File: src/rtl/vga_pkg.sv
// Shared geometry, colour and FSM definitions for the VGA cell renderer.
// No logic; constants and types only.
// Cell grid is derived from the active area and the cell edge size.
package vga_pkg;

  localparam int H_ACTIVE   = 800;
  localparam int V_ACTIVE   = 600;
  localparam int CELL_SHIFT = 5;
  localparam int COLS       = H_ACTIVE >> CELL_SHIFT;
  // Last row is partial (lines 576-599), so round up
  localparam int ROWS       = (V_ACTIVE + (1 << CELL_SHIFT) - 1) >> CELL_SHIFT;
  localparam int ADDR_W     = 9;
  localparam int CELLS      = COLS * ROWS;

  localparam logic [2:0] BLACK = 3'b000;
  localparam logic [2:0] RED   = 3'b100;
  localparam logic [2:0] GREEN = 3'b010;
  localparam logic [2:0] BLUE  = 3'b001;
  localparam logic [2:0] WHITE = 3'b111;

  typedef enum logic {
    ST_CLEAR = 1'b0,
    ST_RUN   = 1'b1
  } state_t;

endpackage

File: src/rtl/cell_ram.sv
// Cell colour store: one write port, one synchronous read port.
// Read data is valid one cycle after the read address is presented.
// A same-cycle write to the read address returns the old word.
module cell_ram
  import vga_pkg::*;
(
  input  logic              clk_i,
  input  logic              we_i,
  input  logic [ADDR_W-1:0] waddr_i,
  input  logic [2:0]        wdata_i,
  input  logic [ADDR_W-1:0] raddr_i,
  output logic [2:0]        rdata_o
);

  logic [2:0] mem_q [2**ADDR_W];

  // Write and read in one clocked block so a collision reads the previous word
  always_ff @(posedge clk_i) begin
    if (we_i) mem_q[waddr_i] <= wdata_i;
    rdata_o <= mem_q[raddr_i];
  end

endmodule

File: src/rtl/vga_cell_renderer.sv
// Pixel stage behind the VGA timing driver: rebuilds x/y from the syncs and
// colours each pixel from a 25x19 grid of 32x32 cells held in a small RAM.
// Latency 2 cycles for RGB and syncs; writes are refused while wr_ready=0.
module vga_cell_renderer
  import vga_pkg::*;
(
  input  logic              clk,
  input  logic              rst,
  input  logic              hsync_in,
  input  logic              vsync_in,
  input  logic              color_en_in,
  input  logic              wr_en,
  input  logic [ADDR_W-1:0] wr_addr,
  input  logic [2:0]        wr_data,
  output logic              wr_ready,
  output logic              hsync_out,
  output logic              vsync_out,
  output logic              red,
  output logic              green,
  output logic              blue
);

  state_t            state_q;
  logic [ADDR_W-1:0] clr_addr_q;
  logic              wr_ready_q;

  logic [9:0]        x_q, y_q;
  logic              color_en_q, vsync_q;

  logic [9:0]        col, row;
  logic [ADDR_W:0]   addr_d;
  logic              vld_d;

  logic [ADDR_W-1:0] addr_s1_q;
  logic              vld_s1_q, vld_s2_q;
  logic              hs_s1_q, hs_s2_q, vs_s1_q, vs_s2_q;

  logic              ram_we;
  logic [ADDR_W-1:0] ram_waddr;
  logic [2:0]        ram_wdata, ram_rdata, rgb;

  // Post-reset clear sweeps every RAM word once, then opens the write port for good
  always_ff @(posedge clk) begin
    if (rst) begin
      state_q    <= ST_CLEAR;
      clr_addr_q <= '0;
      wr_ready_q <= 1'b0;
    end else begin
      case (state_q)
        ST_CLEAR: begin
          clr_addr_q <= clr_addr_q + 1'b1;
          if (&clr_addr_q) begin
            state_q    <= ST_RUN;
            wr_ready_q <= 1'b1;
          end
        end
        default: ;
      endcase
    end
  end

  // RAM write port: clear has priority; processor writes outside the grid are dropped
  always_comb begin
    ram_we    = 1'b0;
    ram_waddr = clr_addr_q;
    ram_wdata = BLACK;
    if (state_q == ST_CLEAR) begin
      ram_we = 1'b1;
    end else if (wr_en && wr_ready_q && (wr_addr < ADDR_W'(CELLS))) begin
      ram_we    = 1'b1;
      ram_waddr = wr_addr;
      ram_wdata = wr_data;
    end
  end

  // Position tracker: x counts active pixels, line end bumps y, vsync rise rewinds y
  always_ff @(posedge clk) begin
    if (rst) begin
      x_q        <= '0;
      y_q        <= '0;
      color_en_q <= 1'b0;
      vsync_q    <= 1'b0;
    end else begin
      color_en_q <= color_en_in;
      vsync_q    <= vsync_in;
      if (color_en_in) begin
        x_q <= x_q + 10'd1;
      end else if (color_en_q) begin
        x_q <= '0;
        if (y_q != 10'h3FF) y_q <= y_q + 10'd1;
      end
      if (vsync_in && !vsync_q) y_q <= '0;
    end
  end

  // Cell index row*25+col from shifts and adds, using the pre-update position
  always_comb begin
    col    = x_q >> CELL_SHIFT;
    row    = y_q >> CELL_SHIFT;
    addr_d = (row << 4) + (row << 3) + row + col;
    // The top address bit can only be set off-grid, so it also vetoes the pixel
    vld_d  = color_en_in && (row < 10'(ROWS)) && (col < 10'(COLS)) && !addr_d[ADDR_W];
  end

  // Two-stage pipe: S1 holds the read address, S2 lines up with the RAM output
  always_ff @(posedge clk) begin
    if (rst) begin
      addr_s1_q <= '0;
      vld_s1_q  <= 1'b0;
      vld_s2_q  <= 1'b0;
      hs_s1_q   <= 1'b0;
      hs_s2_q   <= 1'b0;
      vs_s1_q   <= 1'b0;
      vs_s2_q   <= 1'b0;
    end else begin
      addr_s1_q <= addr_d[ADDR_W-1:0];
      vld_s1_q  <= vld_d;
      vld_s2_q  <= vld_s1_q;
      hs_s1_q   <= hsync_in;
      hs_s2_q   <= hs_s1_q;
      vs_s1_q   <= vsync_in;
      vs_s2_q   <= vs_s1_q;
    end
  end

  cell_ram u_cell_ram (
    .clk_i   (clk),
    .we_i    (ram_we),
    .waddr_i (ram_waddr),
    .wdata_i (ram_wdata),
    .raddr_i (addr_s1_q),
    .rdata_o (ram_rdata)
  );

  // Black outside the grid, outside active video and while the clear is running
  assign rgb = (vld_s2_q && wr_ready_q) ? ram_rdata : BLACK;

  assign {red, green, blue} = rgb;
  assign hsync_out          = hs_s2_q;
  assign vsync_out          = vs_s2_q;
  assign wr_ready           = wr_ready_q;

endmodule
File: config.mk
export PLATFORM = sky130hd
export DESIGN_NAME = vga_cell_renderer
export DESIGN_NICKNAME = d
export VERILOG_FILES = /design/src/rtl/vga_pkg.sv /design/src/rtl/cell_ram.sv /design/src/rtl/vga_cell_renderer.sv
export SDC_FILE = /design/constraint.sdc
export NUM_CORES = 2
export LEC_CHECK = 0
export CORE_ASPECT_RATIO = 2
export CORE_MARGIN = 1.5
export CORE_UTILIZATION = 50
export DETAILED_ROUTE_END_ITERATION = 16
export PLACE_DENSITY_LB_ADDON = 0.2
export SLEW_MARGIN = 20
export SYNTH_ARGS = -nofsm -noshare
export SYNTH_HDL_FRONTEND = slang
export SYNTH_SLANG_ARGS = --single-unit
export TNS_END_PERCENT = 50
File: constraint.sdc
create_clock -name clk -period 10.85 [get_ports clk]
set_input_delay 2.17 -clock clk [delete_from_list [all_inputs] [get_ports clk]]
set_output_delay 2.17 -clock clk [all_outputs]
set_load 0.03 [all_outputs]
==> out/metrics.cfg <==
[outcome]
outcome=completed

[sta]
period_share=0.535
tightest_slew_ps=1200
final.setup_skew_ps=17.7
setup_tns_ps=0
rsz0062_at_grt=false
relSlewSlack=0.196
fmax_mhz=172
hold_violations=0
drv_slew=0
timing.hold.ws_ps=444
setup_viol=0
period_minus_slack_ps=5800

[die]
die_y_um=513
initial_core_util=0.504
die_w_um=258
core-area_sq_um=129000
fp-row-count=186
ioPinCount=24
die_area_sq_um=132000

[logic_synthesis]
synth.ff_latch_count=1586
synthCells=3778
synth.net_count=3826
ys_seq_area_frac=0.726
synth_ff_type=edfxtp_1
synth.distinct_cells=75
yosysWarnings=0
syn_area_per_cell_sq_um=17.2
syn_area_sq_um=64900
synth_edf_count=1536
async_flop_share=0

[worst_hold_path]
worstHoldStart=vs_s1_q
hp-class=flop to flop
min_to=vsync_out
whs_path_depth=2

[detailed_routing]
drt_wl_total_um=171000
via_per_inst=6.26
ant_nets=0
drt_iter0_markers=3116
drt-pass1-iter-count=7
wire_per_inst_um=31.0
vias=34655
drc=0

[setup_path]
worstPathRequired_ps=11280
reg2regPathDepth=9
path_max_fanout=29
cp_slowest_cell=a211o_1
cp-start-kind=primary input
worstPathArrival_ps=6230
crit_path_end_kind=flop
critical-path-top-delay-family=simple AND/OR/NAND/NOR gates
reg2reg_from=addr_s1_q[0]
timing.rr.end=u_cell_ram.rdata_o[2]
rrSetupSlack_ps=5800
slowest_delay_ps=810
criticalPathCategory=primary input to flop
crit_chain=clkdlybuf4s50_1, a21oi_1, o21bai_1, a211o_1, mux2_2, nor2_1, nand2_1, nor2_1
crit_top_cell=nor2_1
crit_buf_inv=1

[cts]
h-tree-depth=4
numCtsBuffers=132
worstSkewPairLatency_ps=750
cts.sinks=1586
path_clk_slew_ps=60
root_buffer=clkbuf_16
tritoncts=yes
ctsHoldBuffers=0
cts_resized=0
cts_buffer_depth=3
post_cts_buffers=0

[global_route]
overflow=0
grt_pass1_vias=36720
track_usage=0.261
grt_max_degree=222
grt_pass1_wl_um=245000
antenna_found_initial=2

[flow_run]
drv_cap=0

[placement]
buffer_ports.inserted=23
dp_hpwl_um=101000
finalWeightedCongestion=0.860

[pwr]
p_per_area_nw_per_um2=162
ir_drop_v=0.000191
power_leakage_nw=23.4

[layout]
final_nets=3791
drive_gt1_frac=0.143
areaGrowthSynthToFinish_pct=8.60

cell usage in the layout (no fill, tap or decap), types with 12 or more instances in the layout:
cell / count
nand3_1: 28
nand4_1: 21
o22ai_1: 58
a211oi_1: 15
nand2_1: 122
nor2b_1: 17
clkbuf_16: 135
mux2_2: 12
mux4_2: 240
buf_4: 60
nor4_1: 16
dfxtp_1: 45
nor3_1: 48
nor2_1: 603
mux2i_1: 275
clkbuf_1: 18
clkinv_1: 27
inv_1: 15
clkdlybuf4s50_1: 23
and3_1: 14
clkinv_2: 24
o21ai_0: 34
a21oi_1: 76
nand2_2: 16
ha_1: 26
mux4_1: 22
edfxtp_1: 1536
o221ai_1: 115
area by class of cell:
class                           count  area (sq um)
Fill cell                       10064         58200
Inverter                           17          67.6
Timing Repair Buffer               88           772
Tap cell                         1692          2120
Sequential cell                  1586         47100
Antenna cell                        1          2.50
Clock buffer                      157          3500
Clock inverter                     78           694
Multi-Input combinational cell   1918         16200
flip-flops by register name, summed over array words and instances (netlist names):
| register | flops |
|---|---|
| state_q | 1 |
| clr_addr_q | 9 |
| hsync_out | 1 |
| u_cell_ram.rdata_o | 3 |
| vs_s1_q | 1 |
| y_q | 10 |
| vld_s2_q | 1 |
| addr_s1_q | 9 |
| vsync_out | 1 |
| color_en_q | 1 |
| u_cell_ram.mem_q | 1536 |
| wr_ready | 1 |
| vld_s1_q | 1 |
| hs_s1_q | 1 |
| x_q | 10 |
cell families after synthesis:
family	count (synthesis)	share of synthesized area
AO/OA/AOI/OAI	378	0.0413
XOR/XNOR	17	0.00229
adder cells (fa/ha/maj)	30	0.00625
buffers and inverters	274	0.0256
flip-flops	1586	0.726
multiplexers	549	0.137
AND/OR/NAND/NOR	944	0.0619
worst min-delay path: stages, from the launching register on:
cell and delay [ps]:
dfxtp_1 300, inv_1 60, nor2_1 40
worst max path at each step:
stage	from	to	slack, ps	depth (start not counted)
floorplan	wr_addr[0]	u_cell_ram.mem_q[0][0]	180	4
global placement	wr_addr[0]	u_cell_ram.mem_q[479][1]	4370	8
detailed placement	wr_addr[0]	u_cell_ram.mem_q[464][2]	4330	8
CTS	wr_addr[0]	u_cell_ram.mem_q[464][2]	5130	8
global route	wr_addr[1]	u_cell_ram.mem_q[479][1]	4780	8
finish	wr_addr[0]	u_cell_ram.mem_q[464][2]	5050	8
per-layer routing:
| layer | wire, um | vias up | part of all wire | global-route usage |
|---|---|---|---|---|
| met5 | 27 | - | 0.00016 | 0 |
| met4 | 10400 | 4 | 0.061 | 0.145 |
| met2 | 94400 | 1227 | 0.55 | 0.486 |
| met1 | 58700 | 18124 | 0.34 | 0.284 |
| li1 | - | 14878 | - | - |
| met3 | 7900 | 422 | 0.046 | 0.0312 |
Yosys cell counts, types with 22 or more instances:
cell type | number | area share
buf_2 | 67 | 0.0052
o21ai_0 | 34 | 0.0026
mux4_2 | 240 | 0.083
nor2_1 | 603 | 0.035
clkbuf_1 | 92 | 0.0053
buf_6 | 34 | 0.0059
nand3_1 | 28 | 0.0022
ha_1 | 26 | 0.0050
nand2_1 | 138 | 0.0080
mux2i_1 | 275 | 0.042
dfxtp_1 | 50 | 0.015
o22ai_1 | 58 | 0.0056
mux4_1 | 22 | 0.0089
a21oi_1 | 76 | 0.0059
edfxtp_1 | 1536 | 0.71
nor3_1 | 48 | 0.0037
o221ai_1 | 115 | 0.016
buf_1 | 31 | 0.0018
through the flow:
step                      instance area (sq um)   util  power (mW)  cells  setup slack (ps)
after floorplan                           64900      -        6.79   3778               185
after global placement                    66300  0.515        6.85   5301              4370
after detailed placement                  66300  0.515        6.85   5301              4330
after CTS                                 70500  0.548        11.5   5536              5130
after global routing                      70500  0.548        11.7   5537              4780
final                                     70500  0.548        11.4   5537              5050
report_power, final:
group | leakage (nW) | switching (mW) | internal [mW]
clock | 2.06 | 2.16 | 2.56
sequential | 17.0 | 0.00436 | 6.61
combinational | 4.33 | 0.0758 | 0.0205
Power figures use the tool's default switching activity.
